[config.mk]
export PLATFORM = sky130hd
export DESIGN_NAME = mux_nx1_pipe
export DESIGN_NICKNAME = d
export VERILOG_FILES = /design/src/rtl/mux_pkg.sv /design/src/rtl/pipe_slice.sv /design/src/rtl/mux_nx1_pipe.sv
export SDC_FILE = /design/constraint.sdc
export NUM_CORES = 1
export LEC_CHECK = 0
export BUFFER_PORTS_ARGS = -buffer_cell sky130_fd_sc_hd__buf_4
export CAP_MARGIN = 20
export CORE_MARGIN = 2
export CORE_UTILIZATION = 35
export CTS_CLUSTER_SIZE = 12
export DETAILED_ROUTE_END_ITERATION = 10
export GPL_TIMING_DRIVEN = 1
export PLACE_DENSITY = 0.74
export SYNTH_ARGS = -nofsm -noshare
export SYNTH_HDL_FRONTEND = slang
export SYNTH_SLANG_ARGS = --single-unit
export TNS_END_PERCENT = 100
[constraint.sdc]
create_clock -name clk -period 3.9 [get_ports clk]
set_input_delay 0.195 -clock clk [delete_from_list [all_inputs] [get_ports clk]]
set_output_delay 0.195 -clock clk [all_outputs]
set_load 0.02 [all_outputs]
[src/rtl/mux_pkg.sv]
// Shared limits and helpers for the pipelined N:1 operand selector.
// Imported by the top and by the per-stage register slice.
package mux_pkg;

    localparam int MUX_MAX_IN     = 16;
    localparam int MUX_MAX_STAGES = 4;

    function automatic logic sel_is_legal(input int unsigned sel, input int unsigned num_in);
        return sel < num_in;
    endfunction

endpackage

[src/rtl/pipe_slice.sv]
// One elastic register stage: captures {valid, err, data} when load is high.
// An empty stage keeps its old payload, so only the valid bit needs clearing on flush.
module pipe_slice
    import mux_pkg::*;
#(
    parameter int WIDTH = 32
) (
    input  logic             clk,
    input  logic             rst,
    input  logic             flush,
    input  logic             load,
    input  logic             d_valid,
    input  logic             d_err,
    input  logic [WIDTH-1:0] d_data,
    output logic             q_valid,
    output logic             q_err,
    output logic [WIDTH-1:0] q_data
);

    typedef struct packed {
        logic             valid;
        logic             err;
        logic [WIDTH-1:0] data;
    } entry_t;

    entry_t entry_q;
    entry_t entry_d;

    always_comb begin
        entry_d = entry_q;
        if (flush) begin
            entry_d.valid = 1'b0;
        end else if (load) begin
            entry_d.valid = d_valid;
            if (d_valid) begin
                entry_d.err  = d_err;
                entry_d.data = d_data;
            end
        end
    end

    always_ff @(posedge clk) begin
        if (rst) begin
            entry_q <= '0;
        end else begin
            entry_q <= entry_d;
        end
    end

    assign q_valid = entry_q.valid;
    assign q_err   = entry_q.err;
    assign q_data  = entry_q.data;

endmodule

[src/rtl/mux_nx1_pipe.sv]
// N:1 forwarding-operand selector followed by a STAGES-deep elastic valid/ready pipeline.
// Out-of-range selects yield zero data with an error flag and bump a saturating counter.
module mux_nx1_pipe
    import mux_pkg::*;
#(
    parameter  int WIDTH  = 32,
    parameter  int NUM_IN = 3,
    parameter  int STAGES = 1,
    parameter  int CNT_W  = 16,
    localparam int SEL_W  = $clog2(NUM_IN)
) (
    input  logic                    clk,
    input  logic                    rst,
    input  logic                    flush,
    input  logic                    in_valid,
    output logic                    in_ready,
    input  logic [NUM_IN*WIDTH-1:0] in_data,
    input  logic [SEL_W-1:0]        sel,
    output logic                    out_valid,
    input  logic                    out_ready,
    output logic [WIDTH-1:0]        out_data,
    output logic                    out_sel_err,
    output logic [CNT_W-1:0]        err_count
);

    if (NUM_IN < 2 || NUM_IN > MUX_MAX_IN) begin : g_bad_num_in
        $error("mux_nx1_pipe: NUM_IN=%0d outside 2..%0d", NUM_IN, MUX_MAX_IN);
    end
    if (STAGES < 1 || STAGES > MUX_MAX_STAGES) begin : g_bad_stages
        $error("mux_nx1_pipe: STAGES=%0d outside 1..%0d", STAGES, MUX_MAX_STAGES);
    end

    logic [WIDTH-1:0]  mux_data;
    logic              mux_err;
    logic [STAGES-1:0] stage_valid;
    logic [STAGES-1:0] stage_err;
    logic [STAGES-1:0] stage_load;
    logic [WIDTH-1:0]  stage_data [STAGES];
    logic [CNT_W-1:0]  err_count_q;
    logic [CNT_W-1:0]  err_count_d;

    always_comb begin
        mux_data = '0;
        mux_err  = !sel_is_legal(32'(sel), NUM_IN);
        for (int i = 0; i < NUM_IN; i++) begin
            if (sel == SEL_W'(i)) begin
                mux_data = in_data[i*WIDTH +: WIDTH];
            end
        end
    end

    // A stage may load if any stage at or below it is empty or the sink is taking data,
    // which is what lets bubbles collapse instead of stalling the whole chain.
    always_comb begin : ready_chain
        logic room;
        room       = out_ready;
        stage_load = '0;
        for (int k = STAGES - 1; k >= 0; k--) begin
            room          = room | ~stage_valid[k];
            stage_load[k] = room;
        end
    end

    for (genvar k = 0; k < STAGES; k++) begin : g_stage
        logic             d_valid;
        logic             d_err;
        logic [WIDTH-1:0] d_data;

        if (k == 0) begin : g_head
            assign d_valid = in_valid;
            assign d_err   = mux_err;
            assign d_data  = mux_data;
        end else begin : g_body
            assign d_valid = stage_valid[k-1];
            assign d_err   = stage_err[k-1];
            assign d_data  = stage_data[k-1];
        end

        pipe_slice #(
            .WIDTH (WIDTH)
        ) u_slice (
            .clk     (clk),
            .rst     (rst),
            .flush   (flush),
            .load    (stage_load[k]),
            .d_valid (d_valid),
            .d_err   (d_err),
            .d_data  (d_data),
            .q_valid (stage_valid[k]),
            .q_err   (stage_err[k]),
            .q_data  (stage_data[k])
        );
    end

    assign in_ready    = stage_load[0] & ~flush;
    assign out_valid   = stage_valid[STAGES-1];
    assign out_sel_err = stage_err[STAGES-1];
    assign out_data    = stage_data[STAGES-1];

    // Only accepted transfers count; flush forces in_ready low so dropped inputs never do.
    always_comb begin
        err_count_d = err_count_q;
        if (in_valid && in_ready && mux_err && (err_count_q != {CNT_W{1'b1}})) begin
            err_count_d = err_count_q + 1'b1;
        end
    end

    always_ff @(posedge clk) begin
        if (rst) begin
            err_count_q <= '0;
        end else begin
            err_count_q <= err_count_d;
        end
    end

    assign err_count = err_count_q;

endmodule

==> results by group, run 1 <==
Routing
  • Antenna viol nets, final: 0
  • Total Wirelength: ~7700 µm
  • Drt initial violations: between 100 and 150
  • Via-per-instance ratio: slightly above 5
  • DRC Markers: 0
  • Wire length per cell: ~13 µm
  • Via count: between 2000 and 3000
  • Initial DRT Pass Iterations: 6

CTS
  • Clk Latency, worst-skew pair: 0.29 ns
  • Worst-path clk slew: 0.09 ns
  • TritonCTS clock tree: built
  • CTS root buf: clkbuf_8
  • H-tree levels: 2
  • Longest Clk Path Bufs: 2
  • Num Clock Sinks: 50
  • Post_cts resized: 0
  • Post-CTS setup buffer count: 0
  • CTS Buf Count: 5
  • CTS Hold Buffers Added: 0

Floorplanning
  • Core box area: 7610 µm²
  • Starting density of the core: 35.6%
  • Die area: ~8500 µm²
  • Die Span Y: 92.0 µm
  • Die W: between 90 and 100 µm
  • Row count: 32
  • I/O pin count: roughly 150

Timing
  • Setup ws final: ~1.9 ns
  • Final Critical Period: between 1.5 and 2 ns
  • Setup TNS: 0 ns
  • Final Hold Fails: 0
  • Max-slew violations: 0
  • Final Cycle Share: 50.9%
  • Actual slew at the worst max-slew pin: roughly 0.66 ns
  • Worst clock skew: approximately 0.0056 ns
  • RSZ-0062 raised after global routing: no
  • Slew HR: between 50% and 60%
  • Endpoints failing setup: 0
  • Max frequency: ~500 MHz

Placement
  • DP HPWL: approximately 6000 µm
  • GP Congestion: about 0.9
  • Pre-CTS WS: 1.62 ns
  • Port-buffer cells: between 150 and 200

Power
  • Power Density: 280 nW/µm²
  • Peak VDD IR: around 0.15 mV
  • Total power: 1130 µW
  • Leakage: about 0.0018 µW
  • Comb pwr share: roughly 24%
  • Sw Ratio: a little over a quarter
  • Sw Pwr: just over 300 µW
  • Seq pwr share: approximately half
  • Pint: approximately 820 µW
  • Clock share of power: between 20% and 30%

Worst setup path
  • CP Data Required Time: approximately 4 ns
  • CP peak stage delay: approximately 0.65 ns
  • FF-to-FF Start: err_count[0]
  • Worst reg-to-reg setup slack: roughly 2.0 ns
  • Setup crit end kind: flop
  • Startpoint Class: input pin
  • Worst R2R Path Depth: 4
  • CP cell instances: buf_4 > and2_1 > nand4_1 > or4_1 > a221oi_2
  • Critical Path AT: 2.19 ns
  • Top cell family by delay on the critical path: simple AND/OR/NAND/NOR gates
  • Critical R2R Capture: err_count[12]
  • Critical-path top delay cell: or4_1
  • CP Buf/Inv Count: 1
  • Worst setup path category: in -> reg
  • Crit path max fanout: 35

Finish
  • Antenna cells: 0
  • Register Area: roughly 1000 µm²
  • Final Net Count: 574
  • Layout area overhead: 48.6%
  • Multi-input gate area: 1600 µm²
  • Filler cells: 717
  • Share of cells above drive strength 1: a little under two fifths

Logic synthesis
  • Flops & latches, synth: 50
  • Asr flop ratio synth: 0%
  • Post-synth top flop: dfxtp_1
  • Mapped Avg Cell Area: 8.16 µm²
  • Mapped cell area: 2710 µm²
  • Number of distinct library cells after synthesis: 38
  • EDFF count, synth: 0
  • Ys Warns: 0
  • Syn Nets: ~440
  • Gate Count Post-Synth: around 330
  • Register area share after synthesis: about 37%

Status
  • Outcome: finished clean

Worst hold path
  • Worst hold endpoint: g_stage[0].u_slice.q_valid
  • Min-delay src: flush
  • Type of the most critical hold path: in -> reg
  • Hold depth: 2

Global route
  • Largest net degree at the start of global routing: 58
  • Vias in the first global route: approximately 2700
  • Total track usage: approximately 18%
  • First-pass GRT wire length: 12500 µm
  • GR Overflow Total: 0
  • Initial antenna violation count: 0

Run
  • Max Cap Viol: 0
metal layers:
metal  up-vias  GRT usage (%)  wire, µm
met1      1311           23.2      3250
met2       109           30.4      3870
met4         0           4.60       108
met5         -              0         0
met3         8           3.37       484
li1       1477              -         -
how the worst max path moves through the flow:
stage / to / cells past startpoint / from / slack (ns)
floorplan: err_count[12] / 4 / err_count[2] / 2.19
global placement: g_stage[0].u_slice.q_data[17] / 4 / sel[1] / 1.68
detailed placement: err_count[12] / 5 / sel[0] / 1.62
CTS: err_count[12] / 5 / sel[0] / 1.94
global route: err_count[12] / 5 / sel[0] / 1.75
finish: err_count[12] / 5 / sel[0] / 1.92
state kept, by name (all words and copies together) (netlist names):
| register | cells |
|---|---|
| err_count | 16 |
| g_stage.u_slice.q_valid | 1 |
| g_stage.u_slice.q_err | 1 |
| g_stage.u_slice.q_data | 32 |
cells in the final DEF (no fill, tap or decap), types with 2 or more instances in the layout:
cell,count
or4_1,2
nor3b_1,2
inv_1,5
nor3_1,6
nor4_1,4
o31ai_1,3
a211oi_1,33
nand2_1,3
nor2b_1,6
nor2_1,75
mux2i_1,33
dfxtp_1,50
nand3_1,6
a21oi_1,39
nand4_1,5
and4_1,4
o21ai_0,3
buf_4,154
mux2_2,6
clkbuf_8,6
nand2b_1,4
power groups by stage:
stage	registers, µW	clock network, µW	logic [µW]
after global routing	551	335	302
after floorplan	587	0	109
after CTS	548	324	279
final	547	306	276
after global placement	558	0	270
after detailed placement	559	0	279
worst register-to-register path, stage by stage, from the launching register on:
cell and delay, ns:
dfxtp_1 0.40, ha_1 0.21, nand4_1 0.34, or4_1 0.65, a221oi_2 0.27
synth_stat cells, drive strengths merged (2+ instances only):
cell	count	area share, %
nand2b	4	0.92
nor2b	7	1.6
mux2	6	2.5
nor3	6	1.1
nand4	5	1.2
o21ai	3	0.55
nand3	8	2.1
nand2	3	0.42
a211oi	33	9.1
inv	5	0.69
a21oi	39	7.2
mux2i	33	12
o31ai	3	0.83
dfxtp	50	37
nor4	5	1.7
or4	2	0.55
buf	6	1.2
nor2	76	11
and4	4	1.3
clkbuf	19	2.6
nor3b	2	0.55
kinds of logic after synthesis:
group,after synthesis,synth area share (%)
compound gates,84,19.8
fa+ha+maj,1,0.462
buf+inv,30,4.52
flops,50,36.9
mux,39,14.7
simple gates,128,23.6
metrics by stage:
stage	util, %	cells	hold WS, ns	instance area (µm²)
2_1_floorplan	-	332	0.274	2710
3_3_place_gp	51.3	563	0.382	3900
3_5_place_dp	51.7	565	0.385	3940
4_1_cts	52.9	573	0.0606	4030
5_1_grt	52.9	573	0.0694	4030
6_report	52.9	573	0.0751	4030
final cells by class:
type,count,share of cell area [%]
multi-input cells,252,39.7
repair buffers,156,29.6
flip-flops and latches,50,24.9
well taps,102,3.17
clock buffers,7,2.14
inverters,5,0.466
clock inverters,1,0.124
Power figures use the tool's default switching activity.
==> run 2, diff against run 1 <==
ABC_AREA = 1   (was unset)
clock period = 1.86 ns   (was 3.9 ns; I/O delays follow)
==> run 2 against run 1 <==
Compared with the run above:
- final area is essentially flat
- synthesized cell count grew 16%
- critical path depth grew 2
- sequential share of layout area is essentially flat
- register-to-register slack lost 1.7 ns
- worst hold slack gained 0.0073 ns
- clock skew grew 0.0035 ns
- first-iteration DRC count grew 12%
- combinational power grew 96%
- clock power grew 120%
- cell count grew 10%
==> results by group, run 2 <==
Status
  • Outcome: finished clean

CTS
  • Longest Clk Path Bufs: 2
  • CTS root buf: clkbuf_8
  • Clk Latency, worst-skew pair: 0.30 ns
  • Num Clock Sinks: 50
  • CTS Buf Count: 5
  • Worst-path clk slew: roughly 0.090 ns
  • H-tree levels: 2
  • TritonCTS clock tree: built
  • Post-CTS setup buffer count: 0

Timing
  • Final Hold Fails: 0
  • Actual slew at the worst max-slew pin: between 0.3 and 0.4 ns
  • RSZ-0062 raised after global routing: no
  • Final Critical Period: approximately 1.6 ns
  • Slew HR: 73.9%
  • Max frequency: between 600 and 700 MHz
  • Endpoints failing setup: 0
  • Worst clock skew: approximately 0.009 ns
  • Max-slew violations: 0
  • Setup TNS: 0 ns
  • Final Cycle Share: a little under nine tenths

Logic synthesis
  • Top-count cell post-synth: nand2_1
  • EDFF count, synth: 0
  • Share of the synthesized area in the top cell type: between 30% and 40%
  • Mapped Avg Cell Area: between 6 and 7 µm²
  • Yosys top cell by area: dfxtp_1
  • Simple-gate share of the synthesized area: between 30% and 40%
  • Syn Nets: between 400 and 500
  • Asr flop ratio synth: 0%
  • Area share of xor/xnor cells in the synthesized design: less than 1%
  • Number of distinct library cells after synthesis: 24
  • Top post-synthesis cells by area: dfxtp_1 (37%), nand2_1 (19%), o211a_1 (12%)
  • Ys Warns: 0
  • Largest family of logic cells by synthesized area: simple AND/OR/NAND/NOR gates
  • Mux cell area share after synthesis: 0%
  • Synth top cells by count: nand2_1 (138), dfxtp_1 (50), nor2_1 (44), nand4_1 (34), o211a_1 (31)
  • Post-synth top flop: dfxtp_1
  • Adder-Cell Fraction of Synth Area: less than 1%
  • Register area share after synthesis: between 30% and 40%
  • Flops & latches, synth: 50
  • Gate Count Post-Synth: ~380
  • Mapped cell area: about 2700 µm²
  • Compound-gate portion of the synthesized area: between 10% and 20%

Worst setup path
  • CP Data Required Time: approximately 2.1 ns
  • CP peak stage delay: between 0.4 and 0.5 ns
  • Critical Path Most Common Cell: nand2_1
  • Crit path max fanout: 16
  • CP Buf/Inv Count: 0
  • Setup crit end kind: flop
  • CP cell instances: ha_1 > nand3_1 > nor2_1 > nand2_2 > nand2_1 > nand2_1 > a21oi_1
  • Startpoint Class: flop
  • Top cell family by delay on the critical path: simple AND/OR/NAND/NOR gates
  • Critical Path AT: ~1.8 ns
  • Worst setup path category: reg -> reg
  • Critical-path top delay cell: dfxtp_1

Global route
  • Most Crowded Layer GR: met2
  • Vias in the first global route: 3094
  • First-pass GRT wire length: ~14000 µm
  • Met3 GRT Util: between 5 and 6%
  • Met2 Use GR: 36.9%
  • Total track usage: between 20% and 30%
  • GR Overflow Total: 0
  • Initial antenna violation count: 0
  • GR Util met1: 23.8%
  • Largest net degree at the start of global routing: 33

Finish
  • Post-Layout Cell Count: between 600 and 700
  • Final Net Count: ~640
  • Number of flip-flops under the largest register name: 32
  • Share of cells above drive strength 1: about a third
  • Leading cell type in the layout, fill and taps excluded: buf_4
  • Commonest cells after routing, fill and taps aside: buf_4 (158), nand2_1 (138), dfxtp_1 (50)
  • Layout area overhead: 50.1%
  • Antenna cells: 0

Power
  • Comb pwr share: 23.0%
  • Sw Ratio: 27.6%
  • Pint: roughly 1700 µW
  • Peak VDD IR: ~0.28 mV
  • Seq pwr share: 48.9%
  • Sw Pwr: around 650 µW
  • Clock share of power: 28.0%
  • Power Density: ~580 nW/µm²
  • Leakage: 0.00205 µW

Floorplanning
  • I/O pin count: around 150
  • Core box area: about 7300 µm²
  • Die W: ~92 µm
  • Row count: 31
  • Die area: ~8400 µm²
  • Starting density of the core: approximately 37%
  • Die Span Y: 91.5 µm

Placement
  • GP Congestion: approximately 0.91
  • DP HPWL: around 6700 µm
  • Port-buffer cells: approximately 150
  • Placed Instances: 622

Routing
  • Via-per-instance ratio: approximately 5
  • Antenna viol nets, final: 0
  • DRC Markers: 0
  • Total Wirelength: roughly 8500 µm
  • Wire length per cell: 13.4 µm
  • Initial DRT Pass Iterations: 4
  • Drt initial violations: approximately 120
  • Via count: between 3000 and 4000

Run
  • Max Cap Viol: 0

Worst hold path
  • Type of the most critical hold path: in -> reg
==> run 2: cell type report <==
type,count,area [µm²]
Clock buffer,6,82.6
Timing Repair Buffer,161,1240
Multi-Input combinational cell,294,1500
Inverter,19,71.3
Sequential cell,50,1000
Fill cell,693,3310
Clock inverter,2,12.5
Tap cell,99,124
==> run 2: cells by family after synthesis <==
group,after synthesis
xor gates and xnor gates,1
and+or+nand+nor,243
AOI/OAI and AO/OA,49
adders and majority gates,1
DFF,50
buffers and inverters,40
==> run 2: power by group through the flow <==
stage / clock (µW) / sequential (µW) / combinational, µW
floorplan: 0 / 1230 / 179
global placement: 0 / 1170 / 537
detailed placement: 0 / 1180 / 545
CTS: 685 / 1150 / 548
global route: 727 / 1160 / 588
finish: 659 / 1150 / 542
==> run 2: worst reg2reg max path, delay by kind of cell, from the launching register on <==
kind | cells | cell delay [ns]
adders and majority gates | 1 | 0.21
DFF | 1 | 0.41
AOI/OAI and AO/OA | 1 | 0.14
and+or+nand+nor | 5 | 0.78
==> run 2: metal layers <==
| metal | wire, µm | share of wire (%) |
|---|---|---|
| met4 | 223 | 2.6 |
| met5 | 0 | 0 |
| met1 | 3390 | 40 |
| met3 | 611 | 7.2 |
| met2 | 4240 | 50 |
==> run 2: final timing paths <==
kind,startpoint,cells after the start,slack (ns),endpoint
max reg2reg,err_count[0],7,0.28,err_count[5]
min reg2reg,g_stage[0].u_slice.q_err,2,0.50,g_stage[0].u_slice.q_err
min,in_data[70],3,0.08,g_stage[0].u_slice.q_data[6]
max,err_count[0],7,0.28,err_count[5]
==> run 2: what timing repair did <==
action | 4_1_cts | 5_1_grt
hold buffers | 1 | 0
resized for setup | 0 | 0
endpoints found under the hold margin | 3 | 0
==> run 2: per-stage QoR <==
stage               setup WS (ns)  hold slack, ns  instance area, µm²  total power (µW)  utilization [%]
global route                0.152           0.109                4020              2470             54.9
detailed placement          0.299           0.305                3920              1720             53.5
finish                      0.277          0.0823                4020              2350             54.9
global placement            0.349           0.304                3920              1710             53.5
floorplan                   0.356           0.162                2680              1410                -
CTS                         0.284          0.0791                4020              2380             54.9
